==> src/rtl/jtag_tap_bsr.sv <==
// Oversampled IEEE 1149.1 TAP controller with boundary-scan register, all in the clk_50MHz domain.
// Define JTAG_IDCODE_EN to include the IDCODE instruction (001) and its 32-bit data register.
module jtag_tap_bsr #(
  parameter int          IR_WIDTH   = 3,
  parameter int          N_IN       = 6,
  parameter int          N_OUT      = 4,
  parameter logic [31:0] IDCODE_VAL = 32'h1000_0001
) (
  input  logic             clk_50MHz,
  input  logic             rst,
  input  logic             TCK,
  input  logic             TMS,
  input  logic             TDI,
  output logic             TDO,
  output logic             TDO_oe,
  input  logic [N_IN-1:0]  Par_in,
  output logic [N_IN-1:0]  core_in,
  input  logic [N_OUT-1:0] core_out,
  output logic [N_OUT-1:0] Par_out,
  output logic [3:0]       tap_state
);

  localparam int N_BSR = N_IN + N_OUT;
  localparam logic [2:0] OP_EXTEST = 3'b000;
  localparam logic [2:0] OP_SAMPLE = 3'b010;
  localparam logic [IR_WIDTH-1:0] IR_CAPTURE = IR_WIDTH'(2'b01);
`ifdef JTAG_IDCODE_EN
  localparam logic [2:0] OP_IDCODE = 3'b001;
  localparam logic [IR_WIDTH-1:0] IR_RESET = IR_WIDTH'(3'b001);
`else
  localparam logic [IR_WIDTH-1:0] IR_RESET = {IR_WIDTH{1'b1}};
`endif

  typedef enum logic [3:0] {
    TLR = 4'd0, RTI = 4'd1, SEL_DR = 4'd2, CAP_DR = 4'd3, SH_DR = 4'd4,
    EX1_DR = 4'd5, PAUSE_DR = 4'd6, EX2_DR = 4'd7, UP_DR = 4'd8,
    SEL_IR = 4'd9, CAP_IR = 4'd10, SH_IR = 4'd11, EX1_IR = 4'd12,
    PAUSE_IR = 4'd13, EX2_IR = 4'd14, UP_IR = 4'd15
  } tap_state_t;

  tap_state_t state, state_nxt;
  logic [2:0] tck_sync;
  logic [1:0] tms_sync, tdi_sync;
  logic       tck_rise, tck_fall, tms_s, tdi_s;
  logic [IR_WIDTH-1:0] ir_shift, ir_latch;
  logic [N_BSR-1:0]    bsr_shift, bsr_upd;
  logic       byp, tdo_q, tdo_nxt;
  logic       ir_hi_zero, is_extest, is_sample, bsr_sel;
  logic [N_OUT-1:0] par_out_q;

  // The third TCK flop exists only for edge detection, so rise and fall are mutually exclusive.
  always_ff @(posedge clk_50MHz) begin
    if (rst) begin
      tck_sync <= '0;
      tms_sync <= '0;
      tdi_sync <= '0;
    end else begin
      tck_sync <= {tck_sync[1:0], TCK};
      tms_sync <= {tms_sync[0], TMS};
      tdi_sync <= {tdi_sync[0], TDI};
    end
  end

  assign tck_rise = tck_sync[1] & ~tck_sync[2];
  assign tck_fall = ~tck_sync[1] & tck_sync[2];
  assign tms_s    = tms_sync[1];
  assign tdi_s    = tdi_sync[1];

  always_ff @(posedge clk_50MHz) begin
    if (rst)           state <= TLR;
    else if (tck_rise) state <= state_nxt;
  end

  always_comb begin
    state_nxt = state;
    case (state)
      TLR:      state_nxt = tms_s ? TLR    : RTI;
      RTI:      state_nxt = tms_s ? SEL_DR : RTI;
      SEL_DR:   state_nxt = tms_s ? SEL_IR : CAP_DR;
      CAP_DR:   state_nxt = tms_s ? EX1_DR : SH_DR;
      SH_DR:    state_nxt = tms_s ? EX1_DR : SH_DR;
      EX1_DR:   state_nxt = tms_s ? UP_DR  : PAUSE_DR;
      PAUSE_DR: state_nxt = tms_s ? EX2_DR : PAUSE_DR;
      EX2_DR:   state_nxt = tms_s ? UP_DR  : SH_DR;
      UP_DR:    state_nxt = tms_s ? SEL_DR : RTI;
      SEL_IR:   state_nxt = tms_s ? TLR    : CAP_IR;
      CAP_IR:   state_nxt = tms_s ? EX1_IR : SH_IR;
      SH_IR:    state_nxt = tms_s ? EX1_IR : SH_IR;
      EX1_IR:   state_nxt = tms_s ? UP_IR  : PAUSE_IR;
      PAUSE_IR: state_nxt = tms_s ? EX2_IR : PAUSE_IR;
      EX2_IR:   state_nxt = tms_s ? UP_IR  : SH_IR;
      UP_IR:    state_nxt = tms_s ? SEL_DR : RTI;
      default:  state_nxt = TLR;
    endcase
  end

  // Any set bit above the 3-bit opcode field forces BYPASS.
  assign ir_hi_zero = ((ir_latch >> 3) == '0);
  assign is_extest  = ir_hi_zero && (ir_latch[2:0] == OP_EXTEST);
  assign is_sample  = ir_hi_zero && (ir_latch[2:0] == OP_SAMPLE);
  assign bsr_sel    = is_extest || is_sample;

`ifdef JTAG_IDCODE_EN
  logic        is_idcode;
  logic [31:0] id_shift;
  assign is_idcode = ir_hi_zero && (ir_latch[2:0] == OP_IDCODE);

  always_ff @(posedge clk_50MHz) begin
    if (rst) id_shift <= '0;
    else if (tck_rise && is_idcode) begin
      if (state == CAP_DR)     id_shift <= IDCODE_VAL;
      else if (state == SH_DR) id_shift <= {tdi_s, id_shift[31:1]};
    end
  end
`else
  logic unused_idcode;
  assign unused_idcode = ^IDCODE_VAL;
`endif

  always_comb begin
    tdo_nxt = 1'b0;
    if (state == SH_IR) tdo_nxt = ir_shift[0];
    else if (state == SH_DR) begin
      if (bsr_sel) tdo_nxt = bsr_shift[0];
`ifdef JTAG_IDCODE_EN
      else if (is_idcode) tdo_nxt = id_shift[0];
`endif
      else tdo_nxt = byp;
    end
  end

  always_ff @(posedge clk_50MHz) begin
    if (rst) begin
      ir_shift  <= '0;
      ir_latch  <= IR_RESET;
      bsr_shift <= '0;
      bsr_upd   <= '0;
      byp       <= 1'b0;
      tdo_q     <= 1'b0;
      par_out_q <= core_out;
    end else begin
      if (tck_rise) begin
        case (state)
          CAP_IR: ir_shift <= IR_CAPTURE;
          SH_IR:  ir_shift <= {tdi_s, ir_shift[IR_WIDTH-1:1]};
          CAP_DR: begin
            byp <= 1'b0;
            if (bsr_sel) bsr_shift <= {core_out, Par_in};
          end
          SH_DR: begin
            byp <= tdi_s;
            if (bsr_sel) bsr_shift <= {tdi_s, bsr_shift[N_BSR-1:1]};
          end
          default: ;
        endcase
      end
      if (tck_fall) begin
        tdo_q <= tdo_nxt;
        if (state == UP_IR) ir_latch <= ir_shift;
        if (state == UP_DR && bsr_sel) bsr_upd <= bsr_shift;
      end
      if (state == TLR) ir_latch <= IR_RESET;
      // Uses the latch value from the previous cycle, hence one cycle behind any update.
      par_out_q <= is_extest ? bsr_upd[N_BSR-1:N_IN] : core_out;
    end
  end

  assign TDO       = tdo_q;
  assign TDO_oe    = (state == SH_IR) || (state == SH_DR);
  assign tap_state = state;
  assign core_in   = Par_in;
  assign Par_out   = par_out_q;

endmodule

==> config.mk <==
export PLATFORM = sky130hd
export DESIGN_NAME = jtag_tap_bsr
export DESIGN_NICKNAME = d
export VERILOG_FILES = /design/src/rtl/jtag_tap_bsr.sv
export SDC_FILE = /design/constraint.sdc
export NUM_CORES = 1
export LEC_CHECK = 0
export CORE_UTILIZATION = 56
export DETAILED_ROUTE_END_ITERATION = 8
export DONT_BUFFER_PORTS = 1
export MAX_ROUTING_LAYER = met4
export PLACE_DENSITY = 0.74
export SLEW_MARGIN = 20
export SYNTH_ARGS = -nofsm -noshare
export SYNTH_HDL_FRONTEND = slang
export SYNTH_SLANG_ARGS = --single-unit
==> constraint.sdc <==
create_clock -name clk_50MHz -period 1.7 [get_ports clk_50MHz]
set_input_delay 0.17 -clock clk_50MHz [delete_from_list [all_inputs] [get_ports clk_50MHz]]
set_output_delay 0.17 -clock clk_50MHz [all_outputs]
set_load 0.005 [all_outputs]
Word-level counts from Yosys, hierarchy flattened
Index checks and enable logic that the tools add are counted.
Cells by class
  reductions and logical operators: 16
  div/mod/pow operators: 0
  multipliers: 0
  $add $sub $neg: 0
  $lt $le $gt $ge: 0
  bitwise operators: 4
  multiplexer cells: 23
  shifts and indexed selects: 0
  equality and inequality tests: 18
Operators with widths (number)
  one-hot mux 4 bit (12 select lines): 1
  == test 4 bit (second input constant): 8
  2-to-1 mux 4 bit: 6
  2-to-1 mux 10 bit: 2
  one-hot mux 10 bit (2 select lines): 1
  == test 4 x 3 -> 1 bit (second input constant): 4
  == test 4 x 2 -> 1 bit (second input constant): 2
  AND reduction 2 bit: 4
  2-to-1 mux 1 bit: 6
  2-to-1 mux 2 bit: 3
  2-to-1 mux 3 bit: 2
  one-hot mux 3 bit (2 select lines): 1
  OR reduction 2 bit: 3
  == test 4 x 1 -> 1 bit (second input constant): 1
  zero test 4 bit: 1
  inequality test 2 bit (second input constant): 2
  AND reduction 4 bit: 1
  nonzero test 2 bit: 2
  == test 3 x 2 -> 1 bit (second input constant): 1
  zero test 3 bit: 1
  OR reduction 3 bit: 1
  bitwise AND 1 bit: 2
  logical OR 1 bit: 2
  inverter 1 bit: 2
  2 further kinds: 2
Storage, ports and cells
  register bits after elaboration: 43
  latch bits: 0
  memories kept: 0
  ROM bits: 0
  input port bits: 15
  word-level logic and storage cells: 72
  bits in writable memories: 0

Longest topological paths before layout
Gate-level depths: netlist of run 1.
  depth in word-level cells: 5
  gate-level depth with buffers: 6
  depth with buffers taken out: 4

Worst setup path before layout of run 1
Ideal clock, no wire load.
  path type: reg-to-reg
  start point: register state[2], in the netlist tap_state[2]
  end point: register bsr_shift[0]
  cell stages (with the launch flop): 6
  data required time: 1.558 ns
  period minus slack after synthesis: 1.709 ns
  slack: -0.009 ns
  data arrival time: 1.567 ns
  library setup time: 0.142 ns
  cell sequence: dfxtp_1 buf_4 or3b_1 a2111oi_4 buf_4 a211oi_2
On the way
  longest elaborated chain between the ends: 3
  elaborated cells on any way between the ends: 7
  those cells by class: eq/ne (4); mux (1); reduce/logical (2)
RTL lines
  start: declaration: line 41  | tap_state_t state, state_nxt;
  start signal: assignment: line 71  | else if (tck_rise) state <= state_nxt;
  == test 4 x 2 -> 1 bit or == test 4 x 3 -> 1 bit (tied branches): line 143  | case (state)
  inequality test 2 bit (no line) or nonzero test 2 bit (tied branches)
  AND reduction 4 bit (no line)
  end signal: assignment: line 148  | if (bsr_sel) bsr_shift <= {core_out, Par_in};
  end signal: assignment: line 152  | if (bsr_sel) bsr_shift <= {tdi_s, bsr_shift[N_BSR-1:1]};
  end: declaration: line 46  | logic [N_BSR-1:0] bsr_shift, bsr_upd;
Parallel ways exist; a longest one is shown, timed or not.
A chain may end at the register's enable or synchronous reset.

Worst setup path in the final report of run 1
  start point: register state[0], in the netlist tap_state[0]
  end point: register bsr_shift[7]
Same word-level chain as after synthesis.

==> results of run 1 <==
==> power by group through the flow <==
stage	logic, uW	clock network (uW)	registers [uW]
final	85.4	440	889
after global routing	92.7	501	892
after CTS	84.9	463	889
after detailed placement	53.9	0	909
after global placement	52.2	0	909
after floorplan	65.9	0	907
==> flip-flops by register name, indices dropped and copies added, names as in the netlist, 2 cells and up <==
signal	count
tdi_sync	2
tap_state	4
tck_sync	3
tms_sync	2
ir_latch	3
ir_shift	3
bsr_shift	10
Par_out	4
bsr_upd	4
==> layout by cell type (no fill, tap or decap), drive strengths merged <==
cell type    synthesis  final
or3b                 2      2
a21oi                9      9
nand4                3      3
a222oi               1      1
buf                 14     17
mux2                 6      6
nand2                9      9
dfxtp               37     37
nor3                 5      5
nor2                21     21
a2111oi              1      1
or3                  1      1
o31ai                3      3
a311oi               1      1
nand3b               1      1
nand3                4      4
nor4                 1      1
nand2b               2      2
o21ai                1      1
a22o                 1      1
clkinv               0      2
o221a                1      1
and3                 2      2
a31oi                1      1
a21bo                1      1
nor2b               14     14
nor3b                2      2
clkbuf               7      7
o21bai               1      1
mux2i               19     19
a31o                 1      1
a211oi              11     11
dlygate4sd3          0      7
==> worst register-to-register path: stages (launching register included) <==
cell and delay [ns]:
dfxtp_2 0.34, or3b_4 0.41, a2111oi_4 0.44, buf_4 0.21, clkbuf_16 0.14, a211oi_2 0.06
==> worst max-delay path by stage <==
stage                  from      endpoint  cells after the start
2_1_floorplan  tap_state[3]  bsr_shift[9]                      6
3_3_place_gp   tap_state[0]  bsr_shift[4]                      5
3_5_place_dp   tap_state[0]  bsr_shift[1]                      5
4_1_cts        tap_state[1]        TDO_oe                      5
5_1_grt        tap_state[0]  bsr_shift[8]                      5
6_report       tap_state[0]  bsr_shift[7]                      5
==> per-layer routing <==
metal	global-route usage (%)	vias to the layer above
met5	-	-
met1	29.25	644
met4	10.20	0
met3	8.036	7
met2	35.96	25
li1	-	664
==> what timing repair did <==
item	4_1_cts	5_1_grt
hold buffers	8	0
endpoints found under the hold margin	37	0
gates cloned	0	2
gates resized for setup	3	4
pin swaps	1	3
setup endpoints to repair	1	13
setup buffers	1	2
==> kinds of logic after synthesis <==
logic type,count (synthesis),synth area share (%)
compound gates,33,17.20
buf+inv,21,7.006
flops,37,41.90
mux,25,14.58
simple gates,67,19.32
==> final cells by class <==
type	instances	area (um2)	area share (%)
well taps	44	55.05	2.709
clock inverters	2	10.01	0.4926
clock buffers	6	41.29	2.032
flip-flops and latches	37	744.5	36.64
multi-input cells	125	929.6	45.75
repair buffers	25	251.5	12.38
==> metrics by stage <==
step | TNS [ns] | area, um2 | hold slack (ns) | total power [uW] | util (%)
4_1_cts | 0 | 1973 | 0.06025 | 1437 | 65.17
2_1_floorplan | 0 | 1774 | 0.2416 | 972.5 | -
6_report | -0.03505 | 2032 | 0.08268 | 1414 | 67.11
3_5_place_dp | 0 | 1809 | 0.2412 | 962.6 | 59.75
3_3_place_gp | 0 | 1809 | 0.2392 | 961.0 | 59.75
5_1_grt | -0.2608 | 2032 | 0.05929 | 1485 | 67.11
==> summary.txt, run 1 <==
Drt
  – WL met1: 1.718 mm
  – # DRC: 0
  – Via Count: 1340
  – DRT iter0 DRCs: 111
  – DR pass1 iterations: 4
  – Met2 layer wire length in the routed design: 1.726 mm
  – Highest Signal Layer: met4
  – Number of routed nets with antenna violations: 0
  – Met3 wire len: 147 um
  – Wirelength, routed: 3.657 mm
  – Routed wire length per instance: 15.30 um
  – Vias per cell: 5.607

Pwr
  – Power Dens Cells: 696.0 mW/mm2
  – Net Sw Power: 334.4 uW
  – Gate power share: 6.0%
  – Internal power: 1080 uW
  – Sw frac: 23.64%
  – Clk pwr share: 31.1%
  – Maximum VDD drop: 0.0005747 V
  – Part of the power in registers: 62.9%
  – Lkg Pwr: 0.0007193 uW

Synthesis
  – Net Count, Synth: 198
  – Register bit count reported by yosys: 37
  – Commonest cells in the netlist: 37 x dfxtp_1, 21 x nor2_1, 19 x mux2i_1
  – Predominant post-synthesis flop cell: dfxtp_1
  – Sequential share of the synthesized area: 41.90%
  – Synthesized area per cell: 9.661 um2
  – Synth unique cells: 35
  – Synth Warn #: 0
  – Async SR Flop Fraction: 0%
  – Synthesized instance count: 183
  – Synth top area share: 41.90%
  – Top-count cell post-synth: dfxtp_1
  – Largest cells by area after synthesis: dfxtp_1 42%, mux2i_1 11%, a211oi_2 7.1%
  – Cell area after synthesis: 0.001768 mm2
  – Post-synth EDFFs: 0
  – Dominant cell type by area after synthesis: dfxtp_1

Layout
  – FILL cells: 245
  – Fraction of layout cells with a size suffix above 1: 27.18%
  – Area grow syn2layout: 14.93%
  – Post-Layout Cell Count: 239
  – Layout net count: 209
  – N_diodes: 0

Global routing
  – Global route total overflow: 0
  – Vias in the first global route: 1249
  – Largest net degree at the start of global routing: 32
  – Total track usage: 23.91%
  – Antenna violations before repair: 0
  – First-pass GRT wire length: 5.837 mm

Min path
  – Hold Crit Class: input pin to register
  – Worst hold start: Par_in[2]
  – Hold Path Cell Cnt: 2
  – Worst Hold Path EP: bsr_shift[2]

Floorplanning
  – Core ar.: 0.003028 mm2
  – Ports: 31
  – Cell Rows: 20
  – Starting Density: 58.39%
  – Die area: 0.003385 mm2
  – Die Span Y: 58.19 um
  – Die W: 58.19 um

Setup path
  – Worst endpoint data arrival time: 1.95 ns
  – CP max FO: 5
  – Register-to-register path setup slack: -0.01 ns
  – Delay-heaviest family, CP: compound AO/OA/AOI/OAI gates
  – Setup Crit Path Kind: register to register
  – R2r endpoint: bsr_shift[7]
  – R2R cell count: 5
  – Crit path cell chain: or3b_4 > a2111oi_4 > buf_4 > clkbuf_16 > a211oi_2
  – Req. time, crit path: 1.94 ns
  – Buffers & Inverters on Critical Path: 2
  – Setup crit end kind: register
  – Setup crit start kind: register
  – Longest individual stage delay on the worst path: 0.44 ns
  – Critical-path top delay cell: a2111oi_4
  – Worst R2R Start: tap_state[0]

Timing
  – Final Hold Viols: 0
  – Worst clock skew: 0.006487 ns
  – Final WS setup: -0.01248 ns
  – Final setup fails: 5
  – Part of the cycle the worst path needs: 100.7%
  – Slew @ Worst Pin: 0.4238 ns
  – Max-slew violations: 0
  – Time the worst path needs with I/O delays and setup: 1.712 ns
  – Max Fclk: 583.9 MHz
  – RSZ-0062 raised after global routing: yes
  – Worst slew margin: 71.69%

Place
  – Port-buffer cells: 0
  – Cells after DPL: 218
  – GP Congestion: 0.8685
  – DPL Wire Length: 2.310 mm
  – Place WS: 0.04773 ns

Run status
  – Status: complete, but fails checks
  – Violated checks: setup timing

Clocking
  – TritonCTS buffer count: 5
  – Reg clk slew, reported paths: 0.11 ns
  – # clock sinks: 37
  – CTS Buffer Depth: 2
  – H-Tree Depth: 2
  – Root Driver: clkbuf_4
  – CTS tree: built
  – Latest clock arrival within the worst-skew pair: 0.35 ns

Flow run
  – Max Cap Violations: 0
Power figures use the tool's default switching activity.
==> run 2, diff against run 1 <==
Settings changed: HOLD_SLACK_MARGIN from default to 0.08.
==> run 2 against run 1 <==
The flow now finishes without violations. Total power grew 1.3%. Die area is the same. Worst hold slack gained 0.019 ns. Sequential share of layout area shrank 0.75 points. Register-to-register slack gained 0.02 ns. Via count grew 0.45%. Sequential power is essentially flat. Utilization grew 1.4 points. Critical path depth is the same. Clock power grew 2%. Maximum frequency grew 1.5%. Final cell count grew 1.7%. Largest cell class unchanged.
==> summary.txt, run 2 (synthesized netlist as in run 1, its figures left out) <==
Setup path
  – Setup Crit Path Kind: register to register
  – Setup crit end kind: register
  – Worst endpoint data arrival time: 1.94 ns
  – CP max FO: 5
  – Req. time, crit path: 1.95 ns
  – Setup crit start kind: register
  – R2R cell count: 5

Place
  – Cells after DPL: 218
  – Port-buffer cells: 0
  – GP Congestion: 0.8685
  – Place WS: 0.04773 ns
  – DPL Wire Length: 2.310 mm

Layout
  – Fraction of layout cells with a size suffix above 1: 26.13%
  – N_diodes: 0
  – Max FFs per register: 10
  – Commonest non-fill, non-tap cells in the layout: 34 x dfxtp_1, 21 x nor2_1, 19 x mux2i_1, 13 x nor2b_1, 13 x buf_4
  – Commonest non-fill, non-tap cell in the layout: dfxtp_1
  – Biggest register: bsr_shift
  – FILL cells: 234
  – Area grow syn2layout: 17.34%
  – Layout net count: 213
  – Post-Layout Cell Count: 243

Flow run
  – Max Cap Violations: 0

Timing
  – Final setup fails: 0
  – Max Fclk: 592.5 MHz
  – Worst slew margin: 71.20%
  – RSZ-0062 raised after global routing: yes
  – Slew @ Worst Pin: 0.4312 ns
  – Time the worst path needs with I/O delays and setup: 1.688 ns
  – Part of the cycle the worst path needs: 99.28%
  – Final Hold Viols: 0
  – Worst clock skew: 0.009973 ns
  – Final WS setup: 0.01221 ns
  – Max-slew violations: 0

Min path
  – Hold Path Cell Cnt: 2
  – Hold Crit Class: input pin to register

Clocking
  – TritonCTS buffer count: 5
  – Latest clock arrival within the worst-skew pair: 0.35 ns
  – CTS tree: built
  – Reg clk slew, reported paths: 0.11 ns
  – CTS Buffer Depth: 2
  – Root Driver: clkbuf_4
  – # clock sinks: 37
  – H-Tree Depth: 2

Floorplanning
  – Starting Density: 58.39%
  – Die area: 0.003385 mm2
  – Cell Rows: 20
  – Core ar.: 0.003028 mm2
  – Die Span Y: 58.19 um
  – Die W: 58.19 um
  – Ports: 31

Drt
  – Routed wire length per instance: 14.73 um
  – Number of routed nets with antenna violations: 0
  – DR pass1 iterations: 4
  – DRT iter0 DRCs: 113
  – Wirelength, routed: 3.580 mm
  – Vias per cell: 5.539
  – # DRC: 0
  – Via Count: 1346

Global routing
  – GR Util met2: 35.30%
  – Total track usage: 23.85%
  – First-pass GRT wire length: 5.851 mm
  – Largest net degree at the start of global routing: 32
  – Global route total overflow: 0
  – Most Crowded Layer GR: met2
  – Routing usage on met1: 29.92%
  – GR Layer Usage met3: 7.589%
  – Vias in the first global route: 1258
  – Antenna violations before repair: 0

Pwr
  – Power Dens Cells: 690.4 mW/mm2
  – Lkg Pwr: 0.0007361 uW
  – Maximum VDD drop: 0.0005713 V

Run status
  – Status: completed
[run 2: what timing repair did]
item	CTS	global route
gates resized for setup	3	4
hold buffers	13	0
endpoints found under the hold margin	37	0
cloned	0	2
pin swaps	1	2
setup endpoints to repair	1	11
buffers inserted	1	1
[run 2: per-layer routing]
layer / vias up / wire (um)
met3: 8 / 165
met4: 0 / 74
li1: 678 / -
met2: 34 / 1621
met1: 626 / 1719
met5: - / 0
[run 2: power by group]
group | internal (uW) | switching, uW
Sequential | 881 | 8.38
Clock | 157 | 290
Combinational | 48.9 | 46.7
[run 2: final cells by class]
cell class	count	area (um2)	share of cell area [%]
Sequential cell	37	744.5	35.89
Clock inverter	2	10.01	0.4825
Tap cell	44	55.05	2.654
Multi-Input combinational cell	125	929.6	44.81
Timing Repair Buffer	29	294.0	14.17
Clock buffer	6	41.29	1.990
[run 2: worst paths after layout]
check	from	to	slack [ns]
min	core_out[1]	bsr_shift[7]	0.10
min reg2reg	tdi_sync[0]	tdi_sync[1]	0.44
max	tap_state[0]	bsr_shift[1]	0.01
max reg2reg	tap_state[0]	bsr_shift[1]	0.01
[run 2: critical path, stage by stage, from the launching register on]
cell and delay [ns]:
dfxtp_2 0.34, or3b_4 0.41, a2111oi_4 0.44, buf_4 0.20
clkbuf_16 0.14, a211oi_2 0.06
[run 2: metrics by stage]
stage               hold WS, ns  util [%]  instance area (um2)  setup TNS, ns  power [uW]
floorplan                0.2416         -                 1774              0       972.5
global route            0.08482     68.51                 2074        -0.2391        1497
detailed placement       0.2412     59.75                 1809              0       962.6
finish                   0.1012     68.51                 2074              0        1432
CTS                     0.08216     66.82                 2023              0        1448
global placement         0.2392     59.75                 1809              0       961.0
